`config.mk`:
```
export PLATFORM = sky130hd
export DESIGN_NAME = dct_array_ctrl
export DESIGN_NICKNAME = d
export VERILOG_FILES = /design/src/rtl/dct_ctrl_pkg.sv /design/src/rtl/dct_skew_gen.sv /design/src/rtl/dct_array_ctrl.sv
export SDC_FILE = /design/constraint.sdc
export NUM_CORES = 1
export LEC_CHECK = 0
export CAP_MARGIN = 30
export CORE_ASPECT_RATIO = 0.7
export CORE_UTILIZATION = 46
export DETAILED_ROUTE_END_ITERATION = 10
export PLACE_DENSITY = 0.75
export SETUP_SLACK_MARGIN = 0.1
export SLEW_MARGIN = 10
export SYNTH_ARGS = -nofsm -noshare
export SYNTH_HDL_FRONTEND = slang
export SYNTH_HIERARCHICAL = 1
export SYNTH_SLANG_ARGS = --single-unit
```
`constraint.sdc`:
```
create_clock -name clk -period 2.46 [get_ports clk]
set_input_delay 0.246 -clock clk [delete_from_list [all_inputs] [get_ports clk]]
set_output_delay 0.246 -clock clk [all_outputs]
set_load 0.05 [all_outputs]
```
`src/rtl/dct_ctrl_pkg.sv`:
```
// Shared types and helpers for the DCT systolic array sequencer.
package dct_ctrl_pkg;

    typedef enum logic [2:0] {
        IDLE,
        CLEAR,
        FEED,
        SETTLE,
        DRAIN,
        DONE
    } state_e;

    localparam int N_DEFAULT = 8;

    // Width of a k/row index; a 1-bit index is kept even for degenerate sizes.
    function automatic int idx_w(input int n);
        return (n > 1) ? $clog2(n) : 1;
    endfunction

    // Number of FEED cycles needed to stream all skewed operands.
    function automatic int feed_len(input int n);
        return 2 * n - 1;
    endfunction

    localparam int FEED_LEN = feed_len(N_DEFAULT);

endpackage

```
`src/rtl/dct_skew_gen.sv`:
```
// Combinational operand-index skew for the systolic array.
// Row i of the west buffer is delayed by i cycles so that PE(i,j) sees
// C[i][k] at t=i+k, matching the one-row-per-cycle ripple of north data.
module dct_skew_gen
    import dct_ctrl_pkg::*;
#(
    parameter int N  = 8,
    parameter int KW = idx_w(N)
) (
    input  logic            en_i,
    input  logic [KW:0]     t_i,
    output logic            north_vld_o,
    output logic [KW-1:0]   north_k_o,
    output logic [N-1:0]    west_vld_o,
    output logic [N*KW-1:0] west_k_o
);

    logic [KW:0] diff;

    // Map time index t to gated north/west operand indices.
    always_comb begin
        north_vld_o = 1'b0;
        north_k_o   = '0;
        west_vld_o  = '0;
        west_k_o    = '0;
        diff        = '0;
        if (en_i && (t_i < (KW+1)'(N))) begin
            north_vld_o = 1'b1;
            north_k_o   = t_i[KW-1:0];
        end
        for (int i = 0; i < N; i++) begin
            diff = t_i - (KW+1)'(i);
            if (en_i && (t_i >= (KW+1)'(i)) && (diff < (KW+1)'(N))) begin
                west_vld_o[i]           = 1'b1;
                west_k_o[i*KW +: KW]    = diff[KW-1:0];
            end
        end
    end

endmodule

```
`src/rtl/dct_array_ctrl.sv`:
```
// Sequencer for the N x N output-stationary DCT MAC array (Y = C*X).
// Clears the PEs, streams skewed operand indices, then drains result rows
// over a valid/ready handshake. Define DCT_2PASS_EN to run a second
// CLEAR/FEED/SETTLE/DRAIN pass (pass=1) before DONE.
module dct_array_ctrl
    import dct_ctrl_pkg::*;
#(
    parameter int N  = 8,
    parameter int KW = idx_w(N)
) (
    input  logic            clk,
    input  logic            rst,
    input  logic            start,
    output logic            busy,
    output logic            done,
    output logic            array_clr,
    output logic            north_vld,
    output logic [KW-1:0]   north_k,
    output logic [N-1:0]    west_vld,
    output logic [N*KW-1:0] west_k,
    output logic            res_valid,
    input  logic            res_ready,
    output logic [KW-1:0]   res_row,
    output logic            pass
);

    localparam logic [KW:0]   T_LAST = (KW+1)'(feed_len(N) - 1);
    localparam logic [KW-1:0] R_LAST = KW'(N - 1);

    state_e          state_q, state_d;
    logic [KW:0]     t_q, t_d;
    logic [KW-1:0]   r_q, r_d;
    logic            pass_q, pass_d;

    logic            busy_d, done_d, array_clr_d, res_valid_d;
    logic [KW-1:0]   res_row_d;
    logic            north_vld_d;
    logic [KW-1:0]   north_k_d;
    logic [N-1:0]    west_vld_d;
    logic [N*KW-1:0] west_k_d;

    // Next-state logic: sequencing, time index t, drain row r and pass.
    always_comb begin
        state_d = state_q;
        t_d     = t_q;
        r_d     = r_q;
        pass_d  = pass_q;
        unique case (state_q)
            IDLE: begin
                if (start) begin
                    state_d = CLEAR;
                    t_d     = '0;
                    r_d     = '0;
                    pass_d  = 1'b0;
                end
            end
            CLEAR: begin
                state_d = FEED;
                t_d     = '0;
            end
            FEED: begin
                if (t_q == T_LAST) begin
                    state_d = SETTLE;
                    t_d     = '0;
                end else begin
                    t_d = t_q + (KW+1)'(1);
                end
            end
            SETTLE: begin
                state_d = DRAIN;
                r_d     = '0;
            end
            DRAIN: begin
                if (res_valid && res_ready) begin
                    if (r_q == R_LAST) begin
                        r_d = '0;
`ifdef DCT_2PASS_EN
                        if (!pass_q) begin
                            state_d = CLEAR;
                            pass_d  = 1'b1;
                        end else begin
                            state_d = DONE;
                            pass_d  = 1'b0;
                        end
`else
                        state_d = DONE;
                        pass_d  = 1'b0;
`endif
                    end else begin
                        r_d = r_q + KW'(1);
                    end
                end
            end
            DONE: begin
                state_d = IDLE;
            end
            default: begin
                state_d = IDLE;
            end
        endcase
    end

    dct_skew_gen #(
        .N  (N),
        .KW (KW)
    ) u_skew (
        .en_i        (state_d == FEED),
        .t_i         (t_d),
        .north_vld_o (north_vld_d),
        .north_k_o   (north_k_d),
        .west_vld_o  (west_vld_d),
        .west_k_o    (west_k_d)
    );

    // Output decode from the upcoming state so every output is a register.
    always_comb begin
        busy_d      = (state_d != IDLE);
        done_d      = (state_d == DONE);
        array_clr_d = (state_d == CLEAR);
        res_valid_d = (state_d == DRAIN);
        res_row_d   = (state_d == DRAIN) ? r_d : '0;
    end

    // Control state registers.
    always_ff @(posedge clk or negedge rst) begin
        if (!rst) begin
            state_q <= IDLE;
            t_q     <= '0;
            r_q     <= '0;
            pass_q  <= 1'b0;
        end else begin
            state_q <= state_d;
            t_q     <= t_d;
            r_q     <= r_d;
            pass_q  <= pass_d;
        end
    end

    // Registered outputs; the PEs are held cleared while in reset.
    always_ff @(posedge clk or negedge rst) begin
        if (!rst) begin
            busy      <= 1'b0;
            done      <= 1'b0;
            array_clr <= 1'b1;
            north_vld <= 1'b0;
            north_k   <= '0;
            west_vld  <= '0;
            west_k    <= '0;
            res_valid <= 1'b0;
            res_row   <= '0;
            pass      <= 1'b0;
        end else begin
            busy      <= busy_d;
            done      <= done_d;
            array_clr <= array_clr_d;
            north_vld <= north_vld_d;
            north_k   <= north_k_d;
            west_vld  <= west_vld_d;
            west_k    <= west_k_d;
            res_valid <= res_valid_d;
            res_row   <= res_row_d;
            pass      <= pass_d;
        end
    end

endmodule

```
==> results.cfg <==
[run_status]
result_of_the_run = completed

[final_layout]
drive_above_1_share_pct = 28.7
core_util_final_pct = 68.6
mostFrequentLayoutCell = sky130_fd_sc_hd__dfrtp_1
sequential_cell_area_sq_um = 1330
num-nets-final = 293
multi_input_comb_area_sq_um = 1190
fill_cells = 387
antenna-diode-count = 0
finalNonFillerCells = 344
final_cell_mix = sky130_fd_sc_hd__dfrtp_1 (51), sky130_fd_sc_hd__clkdlybuf4s50_1 (45), sky130_fd_sc_hd__buf_4 (21), sky130_fd_sc_hd__nand2_1 (15), sky130_fd_sc_hd__nor2_1 (14)
area_growth_pct = 39.3

[sta]
timing_hold_violations_final = 0
timing.final.max_slew_violations = 0
grt_setup_unrepaired = yes
tightestPinTransition_ns = 0.521
fmax_mhz = 430
setup-violations-final = 0
period_utilization_post_route_pct = 94.5
timing.final.crit_period_ns = 2.33
skew_final_ns = 0.00691
slew-limit-headroom_pct = 65.1
final_ws_setup_ns = 0.135

[setup_path]
timing.critical_path.to_type = flip-flop
cp_max_fo = 7
rrSetupSlack_ns = 0.13
critPathRequiredTime_ns = 2.69
critical-path-slowest-cell = sky130_fd_sc_hd__dfrtp_2
kind_of_start_point_of_the_critical_path = flip-flop
critPathArrivalTime_ns = 2.56
crit_buf_inv = 1
timing.critical_path.cells = or2_1 -> o21ai_2 -> o21bai_1 -> a21o_1 -> inv_4 -> ha_2 -> a21boi_1 -> or2b_1 -> nor3b_2
worstSetupPathType = flip-flop to flip-flop
worst_path_dominant_cell_family = compound AO/OA/AOI/OAI gates
critical-path-max-stage-delay_ns = 0.46

[place]
routabilityCongestion = 0.834
place_worst_setup_slack_ns = 0.0260
detailed_place_hpwl_um = 3600
placement.io_buffers = 46
place.detailed.instances = 328

[global_routing]
grt_antenna_before_repair = 0
grt_overflow_total = 0
grt_max_degree = 44
track_usage_pct = 20.7
grt_pass1_wl_um = 8270
number_of_global_route_vias_before_repair = 1651

[drt]
total_number_of_vias = 1745
detail_route.first_pass.iterations = 4
vias_per_cell = 5.07
detail_route.wirelength_um = 5140
drcViolationCount = 0
avgRoutedWirePerCell_um = 15.0
drt_first_iter_violations = 94
antenna_left = 0

[clocking]
clk_transition_reported_paths_ns = 0.09
tritoncts = done
cts_inserted_buffers = 5
cts_htree_levels = 2
cts-root-to-sink-buffers = 2
cts.sinks = 53
clock_tree_root_driver_cell = sky130_fd_sc_hd__clkbuf_8
clk_latency_ns = 0.31

[synth]
synth_top_area_share_pct = 53.5
synth_edf_count = 0
synthDistinctLibCells = 51
synth_area_leaders = sky130_fd_sc_hd__dfrtp_1 (54%), sky130_fd_sc_hd__ha_1 (7.7%), sky130_fd_sc_hd__nand2_1 (2.5%), sky130_fd_sc_hd__nor2_1 (2.2%), sky130_fd_sc_hd__nor3b_1 (2.2%)
syn_avg_cell_area_sq_um = 11.7
async_reset_ff_share_pct = 100
yosysTopAreaCell = sky130_fd_sc_hd__dfrtp_1
postSynthCellCount = 208
synthesis.nets = 227
synth-warning-count = 6
yosysSeqAreaShare_pct = 54.6
syn_area_sq_um = 2430
synth-seq-cells = 53
yosys_most_used_dff = sky130_fd_sc_hd__dfrtp_1

[floorplanning]
die_w_um = 88.9
placement_rows = 21
die_area_sq_um = 5580
core_region_area_sq_um = 4940
starting_density_pct = 49.2
dieHeight_um = 62.8
io_pins = 48

[flow_run]
timing.max_cap.violations = 0

[hold_path]
hold_path.class = primary input to asynchronous set/reset pin

[power_and_ir_drop]
powerDensity_nw_per_um2 = 1050
max-vdd-ir-drop_v = 0.000635
power.static_leakage_nw = 1.48
kinds of logic after synthesis:
| family | Yosys count | synth area share (%) |
|---|---|---|
| AND/OR/NAND/NOR | 78 | 18.9 |
| adder cells (fa/ha/maj) | 15 | 7.72 |
| flip-flops | 53 | 54.6 |
| AO/OA/AOI/OAI | 35 | 11.3 |
| XOR/XNOR | 7 | 2.52 |
| buffers and inverters | 19 | 4.73 |
| other | 1 | 0.154 |
metrics by stage:
step	instance area [sq um]	hold WS, ns	power, W	setup TNS (ns)
after floorplan	2470	-0.0496	0.00232	0
after CTS	3160	0.0852	0.00334	0
after detailed placement	3040	0.432	0.00282	0
final	3390	0.447	0.00354	0
after global placement	3040	0.428	0.00277	0
after global routing	3390	0.489	0.00376	-0.00934
layer usage:
metal | track usage (%) | vias to the layer above | routed length (um)
met3 | 4.36 | 7 | 203
li1 | - | 840 | -
met5 | 0 | - | 0
met1 | 30.0 | 852 | 2500
met2 | 28.9 | 46 | 2340
met4 | 10.5 | 0 | 95
worst paths after layout:
| kind | start | end | cells after the start |
|---|---|---|---|
| setup / recovery | state_q[0] | west_k[10] | 9 |
| hold / removal | rst | busy | 2 |
| setup reg to reg | state_q[0] | west_k[10] | 9 |
| hold reg to reg | state_q[2] | state_q[1] | 1 |
| max in group asynchronous | rst | west_k[14] | 4 |
| min in group clk | state_q[2] | state_q[1] | 1 |
cells in the mapped netlist, types with 2 or more instances:
cell	number
sky130_fd_sc_hd__a22o_1	2
sky130_fd_sc_hd__nor2b_1	3
sky130_fd_sc_hd__nand3_1	5
sky130_fd_sc_hd__o21a_1	2
sky130_fd_sc_hd__buf_4	5
sky130_fd_sc_hd__o21ai_0	4
sky130_fd_sc_hd__nor3_1	6
sky130_fd_sc_hd__nor4b_2	2
sky130_fd_sc_hd__nor3b_2	2
sky130_fd_sc_hd__buf_2	2
sky130_fd_sc_hd__o31ai_1	2
sky130_fd_sc_hd__nor3b_1	7
sky130_fd_sc_hd__dfrtp_1	52
sky130_fd_sc_hd__nand2b_1	3
sky130_fd_sc_hd__nand4_1	3
sky130_fd_sc_hd__or2b_1	2
sky130_fd_sc_hd__a21boi_0	2
sky130_fd_sc_hd__nor2_1	14
sky130_fd_sc_hd__ha_1	15
sky130_fd_sc_hd__and2_1	7
sky130_fd_sc_hd__xnor2_1	6
sky130_fd_sc_hd__buf_6	3
sky130_fd_sc_hd__inv_1	7
sky130_fd_sc_hd__a21oi_1	7
sky130_fd_sc_hd__a211oi_1	2
sky130_fd_sc_hd__o21ai_2	2
sky130_fd_sc_hd__nand2_1	16
sky130_fd_sc_hd__a21oi_2	2
registers in the layout, indices dropped and copies added (netlist names), 3 cells and up:
signal and cells:
west_vld 8, r_q 3, t_q 4, north_k 3, west_k 24, state_q 3, res_row 3
where the power goes:
| group | internal (W) | switching (W) |
|---|---|---|
| combinational | 0.000789 | 0.00119 |
| sequential | 0.000998 | 0.0000832 |
| clock | 0.000202 | 0.000283 |
| total | 0.00199 | 0.00155 |
area by class of cell:
class	instances	area share [%]
clock buffers	5	2.03
well taps	69	2.55
inverters	8	0.960
clock inverters	3	0.665
multi-input cells	136	35.0
flip-flops and latches	53	39.2
repair buffers	70	19.5
repair_timing:
action / CTS / global route
hold endpoints to repair: 0 / 19
setup endpoints to repair: 6 / 19
hold buffers: 0 / 1
setup buffers: 3 / 3
pin swaps: 1 / 8
resized for setup: 3 / 33
No activity file was read; power rests on OpenSTA's default activity.
